--- src/rtl/mpr121_i2c_responder.sv ---
// MPR121-style I2C target: byte-addressed register file with pointer write,
// data write and repeated-start read with auto-increment, on split IN/EN pads.
`timescale 1ns/1ps
module mpr121_i2c_responder #(
    parameter logic [6:0]  DEV_ADDR = 7'h5A,
    parameter int unsigned REG_AW   = 7
) (
    input  logic              i_CLK,
    input  logic              i_RSTN,
    input  logic              i_SCL_IN,
    input  logic              i_SDA_IN,
    output logic              o_SDA_OUT,
    output logic              o_SDA_EN,
    input  logic              i_HOST_WE,
    input  logic [REG_AW-1:0] i_HOST_ADDR,
    input  logic [7:0]        i_HOST_WDATA,
    output logic              o_WR_VLD,
    output logic [REG_AW-1:0] o_WR_ADDR,
    output logic [7:0]        o_WR_DATA,
    output logic              o_BUSY
);

    localparam int unsigned DEPTH = 2**REG_AW;

    typedef enum logic [3:0] {
        IDLE, ADDR, ADDR_ACK, REG, REG_ACK, WDATA, WDATA_ACK, RDATA, RACK_WAIT, IGNORE
    } state_t;

    state_t            state, state_nxt;
    logic [1:0]        scl_sync, sda_sync;
    logic              scl_d, sda_d;
    logic              scl_rise, scl_fall, start_ev, stop_ev;
    logic [2:0]        bit_cnt;
    logic [7:0]        sr;
    logic [7:0]        rx_byte;
    logic              byte_end;
    logic              ack_phase;
    logic              rw;
    logic [REG_AW-1:0] ptr;
    logic [7:0]        mem [DEPTH];
    logic [7:0]        rd_byte;
    logic              sda_en_nxt, wr_fire, rd_load, addr_hit;

    assign o_SDA_OUT = 1'b0;

    // Bus idles high, so the synchronizers reset to 1 to avoid a false START.
    always_ff @(posedge i_CLK or negedge i_RSTN) begin
        if (!i_RSTN) begin
            scl_sync <= 2'b11;
            sda_sync <= 2'b11;
            scl_d    <= 1'b1;
            sda_d    <= 1'b1;
        end else begin
            scl_sync <= {scl_sync[0], i_SCL_IN};
            sda_sync <= {sda_sync[0], i_SDA_IN};
            scl_d    <= scl_sync[1];
            sda_d    <= sda_sync[1];
        end
    end

    assign scl_rise = scl_sync[1] & ~scl_d;
    assign scl_fall = ~scl_sync[1] & scl_d;
    assign start_ev = scl_sync[1] & scl_d & sda_d & ~sda_sync[1];
    assign stop_ev  = scl_sync[1] & scl_d & ~sda_d & sda_sync[1];

    assign rx_byte  = {sr[6:0], sda_sync[1]};
    assign byte_end = scl_rise && (bit_cnt == 3'd7);
    assign rd_byte  = mem[ptr];

    always_ff @(posedge i_CLK or negedge i_RSTN) begin
        if (!i_RSTN) state <= IDLE;
        else         state <= state_nxt;
    end

    always_comb begin
        state_nxt = state;
        if (stop_ev) begin
            state_nxt = IDLE;
        end else if (start_ev) begin
            state_nxt = ADDR;
        end else begin
            case (state)
                ADDR:      if (byte_end) state_nxt = (rx_byte[7:1] == DEV_ADDR) ? ADDR_ACK : IGNORE;
                ADDR_ACK:  if (scl_fall && ack_phase) state_nxt = rw ? RDATA : REG;
                REG:       if (byte_end) state_nxt = REG_ACK;
                REG_ACK:   if (scl_fall && ack_phase) state_nxt = WDATA;
                WDATA:     if (byte_end) state_nxt = WDATA_ACK;
                WDATA_ACK: if (scl_fall && ack_phase) state_nxt = WDATA;
                RDATA:     if (scl_fall && bit_cnt == 3'd7) state_nxt = RACK_WAIT;
                RACK_WAIT: begin
                    if (scl_rise && sda_sync[1])   state_nxt = IGNORE;
                    else if (scl_fall && ack_phase) state_nxt = RDATA;
                end
                IDLE, IGNORE: state_nxt = state;
                default:      state_nxt = IDLE;
            endcase
        end
    end

    // ACK states: first falling edge pulls SDA, second releases it (or starts a read byte).
    always_comb begin
        sda_en_nxt = o_SDA_EN;
        wr_fire    = 1'b0;
        rd_load    = 1'b0;
        addr_hit   = 1'b0;
        if (stop_ev || start_ev) begin
            sda_en_nxt = 1'b0;
        end else begin
            case (state)
                ADDR: addr_hit = byte_end && (rx_byte[7:1] == DEV_ADDR);
                ADDR_ACK, REG_ACK, WDATA_ACK: begin
                    if (scl_fall) begin
                        if (!ack_phase) begin
                            sda_en_nxt = 1'b1;
                        end else if (state == ADDR_ACK && rw) begin
                            rd_load    = 1'b1;
                            sda_en_nxt = ~rd_byte[7];
                        end else begin
                            sda_en_nxt = 1'b0;
                        end
                    end
                end
                WDATA: wr_fire = byte_end;
                RDATA: if (scl_fall) sda_en_nxt = (bit_cnt == 3'd7) ? 1'b0 : ~sr[6];
                RACK_WAIT: begin
                    if (scl_fall && ack_phase) begin
                        rd_load    = 1'b1;
                        sda_en_nxt = ~rd_byte[7];
                    end else if (scl_fall) begin
                        sda_en_nxt = 1'b0;
                    end
                end
                default: if (scl_fall) sda_en_nxt = 1'b0;
            endcase
        end
    end

    always_ff @(posedge i_CLK or negedge i_RSTN) begin
        if (!i_RSTN) begin
            o_SDA_EN  <= 1'b0;
            o_WR_VLD  <= 1'b0;
            o_WR_ADDR <= '0;
            o_WR_DATA <= '0;
            o_BUSY    <= 1'b0;
            bit_cnt   <= '0;
            sr        <= '0;
            ack_phase <= 1'b0;
            rw        <= 1'b0;
            ptr       <= '0;
        end else begin
            o_SDA_EN <= sda_en_nxt;
            o_WR_VLD <= wr_fire;
            if (wr_fire) begin
                o_WR_ADDR <= ptr;
                o_WR_DATA <= rx_byte;
            end
            if (stop_ev)       o_BUSY <= 1'b0;
            else if (addr_hit) o_BUSY <= 1'b1;

            if (start_ev || stop_ev || state_nxt != state)
                bit_cnt <= '0;
            else if ((state == ADDR || state == REG || state == WDATA) && scl_rise)
                bit_cnt <= bit_cnt + 3'd1;
            else if (state == RDATA && scl_fall)
                bit_cnt <= bit_cnt + 3'd1;

            if (rd_load)
                sr <= rd_byte;
            else if (state == RDATA && scl_fall)
                sr <= {sr[6:0], 1'b0};
            else if ((state == ADDR || state == REG || state == WDATA) && scl_rise)
                sr <= rx_byte;

            if (state_nxt != state)
                ack_phase <= 1'b0;
            else if (scl_fall && (state == ADDR_ACK || state == REG_ACK || state == WDATA_ACK))
                ack_phase <= 1'b1;
            else if (state == RACK_WAIT && scl_rise && !sda_sync[1])
                ack_phase <= 1'b1;

            if (state == ADDR && byte_end) rw <= sda_sync[1];

            if (state == REG && byte_end)
                ptr <= rx_byte[REG_AW-1:0];
            else if (wr_fire || (state == RDATA && scl_fall && bit_cnt == 3'd7))
                ptr <= ptr + REG_AW'(1);
        end
    end

    // I2C write is applied after the host write so it wins on an address collision.
    always_ff @(posedge i_CLK or negedge i_RSTN) begin
        if (!i_RSTN) begin
            mem <= '{default: '0};
        end else begin
            if (i_HOST_WE) mem[i_HOST_ADDR] <= i_HOST_WDATA;
            if (wr_fire)   mem[ptr]         <= rx_byte;
        end
    end

endmodule

--- config.mk ---
export PLATFORM = sky130hd
export DESIGN_NAME = mpr121_i2c_responder
export DESIGN_NICKNAME = d
export VERILOG_FILES = /design/src/rtl/mpr121_i2c_responder.sv
export SDC_FILE = /design/constraint.sdc
export NUM_CORES = 2
export LEC_CHECK = 0
export BUFFER_PORTS_ARGS = -buffer_cell sky130_fd_sc_hd__buf_2
export CORE_MARGIN = 8
export CORE_UTILIZATION = 35
export CTS_CLUSTER_SIZE = 40
export DETAILED_ROUTE_END_ITERATION = 7
export RECOVER_POWER = 100
export SETUP_SLACK_MARGIN = 0.5
export SYNTH_ARGS = -nofsm -noshare
export SYNTH_HDL_FRONTEND = slang
export SYNTH_SLANG_ARGS = --single-unit
export TNS_END_PERCENT = 30
--- constraint.sdc ---
create_clock -name i_CLK -period 3.25 [get_ports i_CLK]
set_clock_uncertainty 0.2 [all_clocks]
set_input_delay 0.1625 -clock i_CLK [delete_from_list [all_inputs] [get_ports i_CLK]]
set_output_delay 0.1625 -clock i_CLK [all_outputs]
set_load 0.02 [all_outputs]
==> impl_metrics.tcl <==
set metrics [dict create \
    avgRoutedWirePerCell_um 29.0 \
    crit_fanout 13 \
    irDropWorstVdd_uv 1100 \
    die_x_um 427 \
    drc 0 \
    rsz0062_at_grt "true" \
    grt_pass1_wl_um 357000 \
    synth_area_um2 59200 \
    cts_buffer_depth 3 \
    yosysTopAreaCell "dfrtp_1" \
    ys_warn_count 0 \
    cp.required_ps 3730 \
    pre_cts_slack_ps -243 \
    p_total_w 0.0349 \
    critPathKind "flip-flop to flip-flop" \
    design_area_um2 69700 \
    fmax_mhz 288 \
    async_flop_share 1.00 \
    drt-pass1-iter-count 6 \
    worstSetupEndpointType "flip-flop" \
    ys_seq_elements 1071 \
    core_region_area_um2 169000 \
    cts-root-buf "clkbuf_16" \
    synth_cell_type_count 88 \
    status "complete, but fails checks" \
    hold_path.class "input port to flip-flop" \
    portBuffers 37 \
    slew_viol_final 13 \
    grt.overflow.total 0 \
    cts_made_buffers 119 \
    pin_count 39 \
    arrival_ps 3950 \
    ys.flop_type "dfrtp_1" \
    start_kind "flip-flop" \
    syn-num-nets 6156 \
    yosysSeqAreaShare 0.453 \
    grt_max_degree 133 \
    violations "capacitance limit, slew limit, setup timing" \
    grtUsageTotal 0.263 \
    final_nets 6288 \
    synth-edff-count 0 \
    setup_viol 72 \
    avgViaCountPerCell 5.98 \
    gp_congestion 0.969 \
    avgSynthCellArea_um2 9.66 \
    leakagePower_nw 30.0 \
    cts_tree "yes" \
    power_density_nw_per_um2 500 \
    drtAntennaViolNets 0 \
    utilization 0.413 \
    synth_cells 6132 \
    post_dp_cell_area_um2 64100 \
    slew_headroom -0.319 \
    start_util 0.351 \
    h-tree-depth 3 \
    drt-initial-drc-count 6603 \
    fin_cells 8593 \
    antenna_found_initial 10 \
    worst_slack_ps -226 \
    vias 51397 \
    dieArea_um2 183000 \
    path_clk_slew_ps 60 \
    tightest_slew_ps 1980 \
    wl_um 250000 \
    finalCriticalPeriod_ps 3480 \
    fin_crit_sh 1.07 \
    hpwl_um 157000 \
    yosys.area.top_type_share 0.450 \
    dp.cells 8266 \
    die_h_um 427 \
    rows 151 \
    drive_gt1_frac 0.173 \
    grt_pass1_vias 48360 \
    area_growth_pct 17.8 \
    clk_latency_ps 790 \
    yosys-top-cells-area "dfrtp_1 45%, mux2i_1 19%, a21oi_1 9.3%" \
    finalHoldViolCount 0 \
    cts.sinks 1071 \
    drv_cap 1 \
]
==> Yosys cell counts (all sizes together) (35+ instances only) <==
cell	count
a21oi	1100
a221oi	107
a22oi	66
buf	221
clkbuf	334
dfrtp	1065
mux2	104
mux2i	1134
mux4	78
nand2	322
nor2	1173
o21ai	71
o22ai	35
==> kinds of logic (layout without fill, tap and decap cells) <==
family	count (synthesis)	count (layout)	synth area share
XOR/XNOR	10	10	0.00148
AND/OR/NAND/NOR	1648	1649	0.114
other	1	13	0.0000633
AO/OA/AOI/OAI	1518	1518	0.148
multiplexers	1316	1316	0.241
buffers and inverters	564	794	0.0424
adder cells (fa/ha/maj)	4	4	0.000845
flip-flops	1071	1071	0.453
==> worst paths after layout <==
kind	from	end	slack, ps	cells past startpoint
setup reg to reg	ptr[1]	sr[0]	-230	11
min in group asynchronous	i_RSTN	mem[21]	1710	4
hold / removal	i_HOST_WE	mem[260]	100	5
hold reg to reg	sda_sync[0]	sda_sync[1]	160	0
setup / recovery	ptr[1]	sr[0]	-230	11
max in group asynchronous	i_RSTN	mem[993]	50	4
==> cells in the final DEF, fill, tap and decap left out, types with 26 or more instances in the layout <==
cell and n:
a21oi_1 1092, a221oi_1 83, a22oi_1 62, buf_12 68, buf_4 330, clkbuf_1 58
clkbuf_16 122, clkbuf_2 40, clkbuf_8 30, clkinv_2 26, dfrtp_1 1054, mux2_2 94
mux2i_1 1126, mux4_2 78, nand2_1 258, nand2_2 55, nand3_1 26, nor2_1 1155
o21ai_0 58, o22ai_1 27
==> timing repair <==
item	4_1_cts	5_1_grt
endpoints found under the setup margin	743	589
cloned	6	2
setup buffers	39	31
pin swaps	30	21
resized for setup	162	107
hold buffers	17	0
hold endpoints to repair	1485	0
==> metal layers <==
| layer | share of wire | wire [um] | GRT usage | up-vias |
|---|---|---|---|---|
| li1 | - | - | - | 22155 |
| met1 | 0.40 | 100000 | 0.355 | 25450 |
| met2 | 0.42 | 106000 | 0.383 | 3035 |
| met3 | 0.11 | 27700 | 0.0706 | 753 |
| met4 | 0.064 | 16000 | 0.143 | 4 |
| met5 | 0.00012 | 30 | 0 | - |
==> flip-flops by register name (all words and copies together), names as in the netlist, 2 cells and up <==
register   flops
sda_sync       2
o_WR_DATA      8
mem         1024
ptr            7
o_WR_ADDR      7
bit_cnt        3
state          4
scl_sync       2
sr             7
==> final cells by class <==
class / count / area, um2
Sequential cell: 1071 / 26800
Tap cell: 2218 / 2780
Timing Repair Buffer: 565 / 5270
Clock inverter: 49 / 614
Multi-Input combinational cell: 4498 / 30700
Inverter: 9 / 46.3
Fill cell: 16438 / 99000
Antenna cell: 12 / 30.0
Clock buffer: 171 / 3510
==> critical path: stages (launching register included) <==
cell and delay, ps:
dfrtp_4 540, buf_4 170, buf_12 120, buf_16 130, nor2b_4 150, buf_12 160
a22o_1 220, a222oi_1 920, buf_4 260, o22ai_2 70, o41ai_2 280, nand2_1 80
==> power breakdown <==
| group | switching, W | internal, W |
|---|---|---|
| combinational | 0.00388 | 0.00143 |
| sequential | 0.000714 | 0.0144 |
| clock | 0.00596 | 0.00848 |
==> per-stage QoR <==
stage / setup TNS [ps] / hold WS [ps]
floorplan: 0 / -333
global placement: -436 / 15.8
detailed placement: -510 / 5.88
CTS: -41.9 / 31.9
global route: -28550 / 106
finish: -2220 / 102
(Power assumes the default switching activity.)
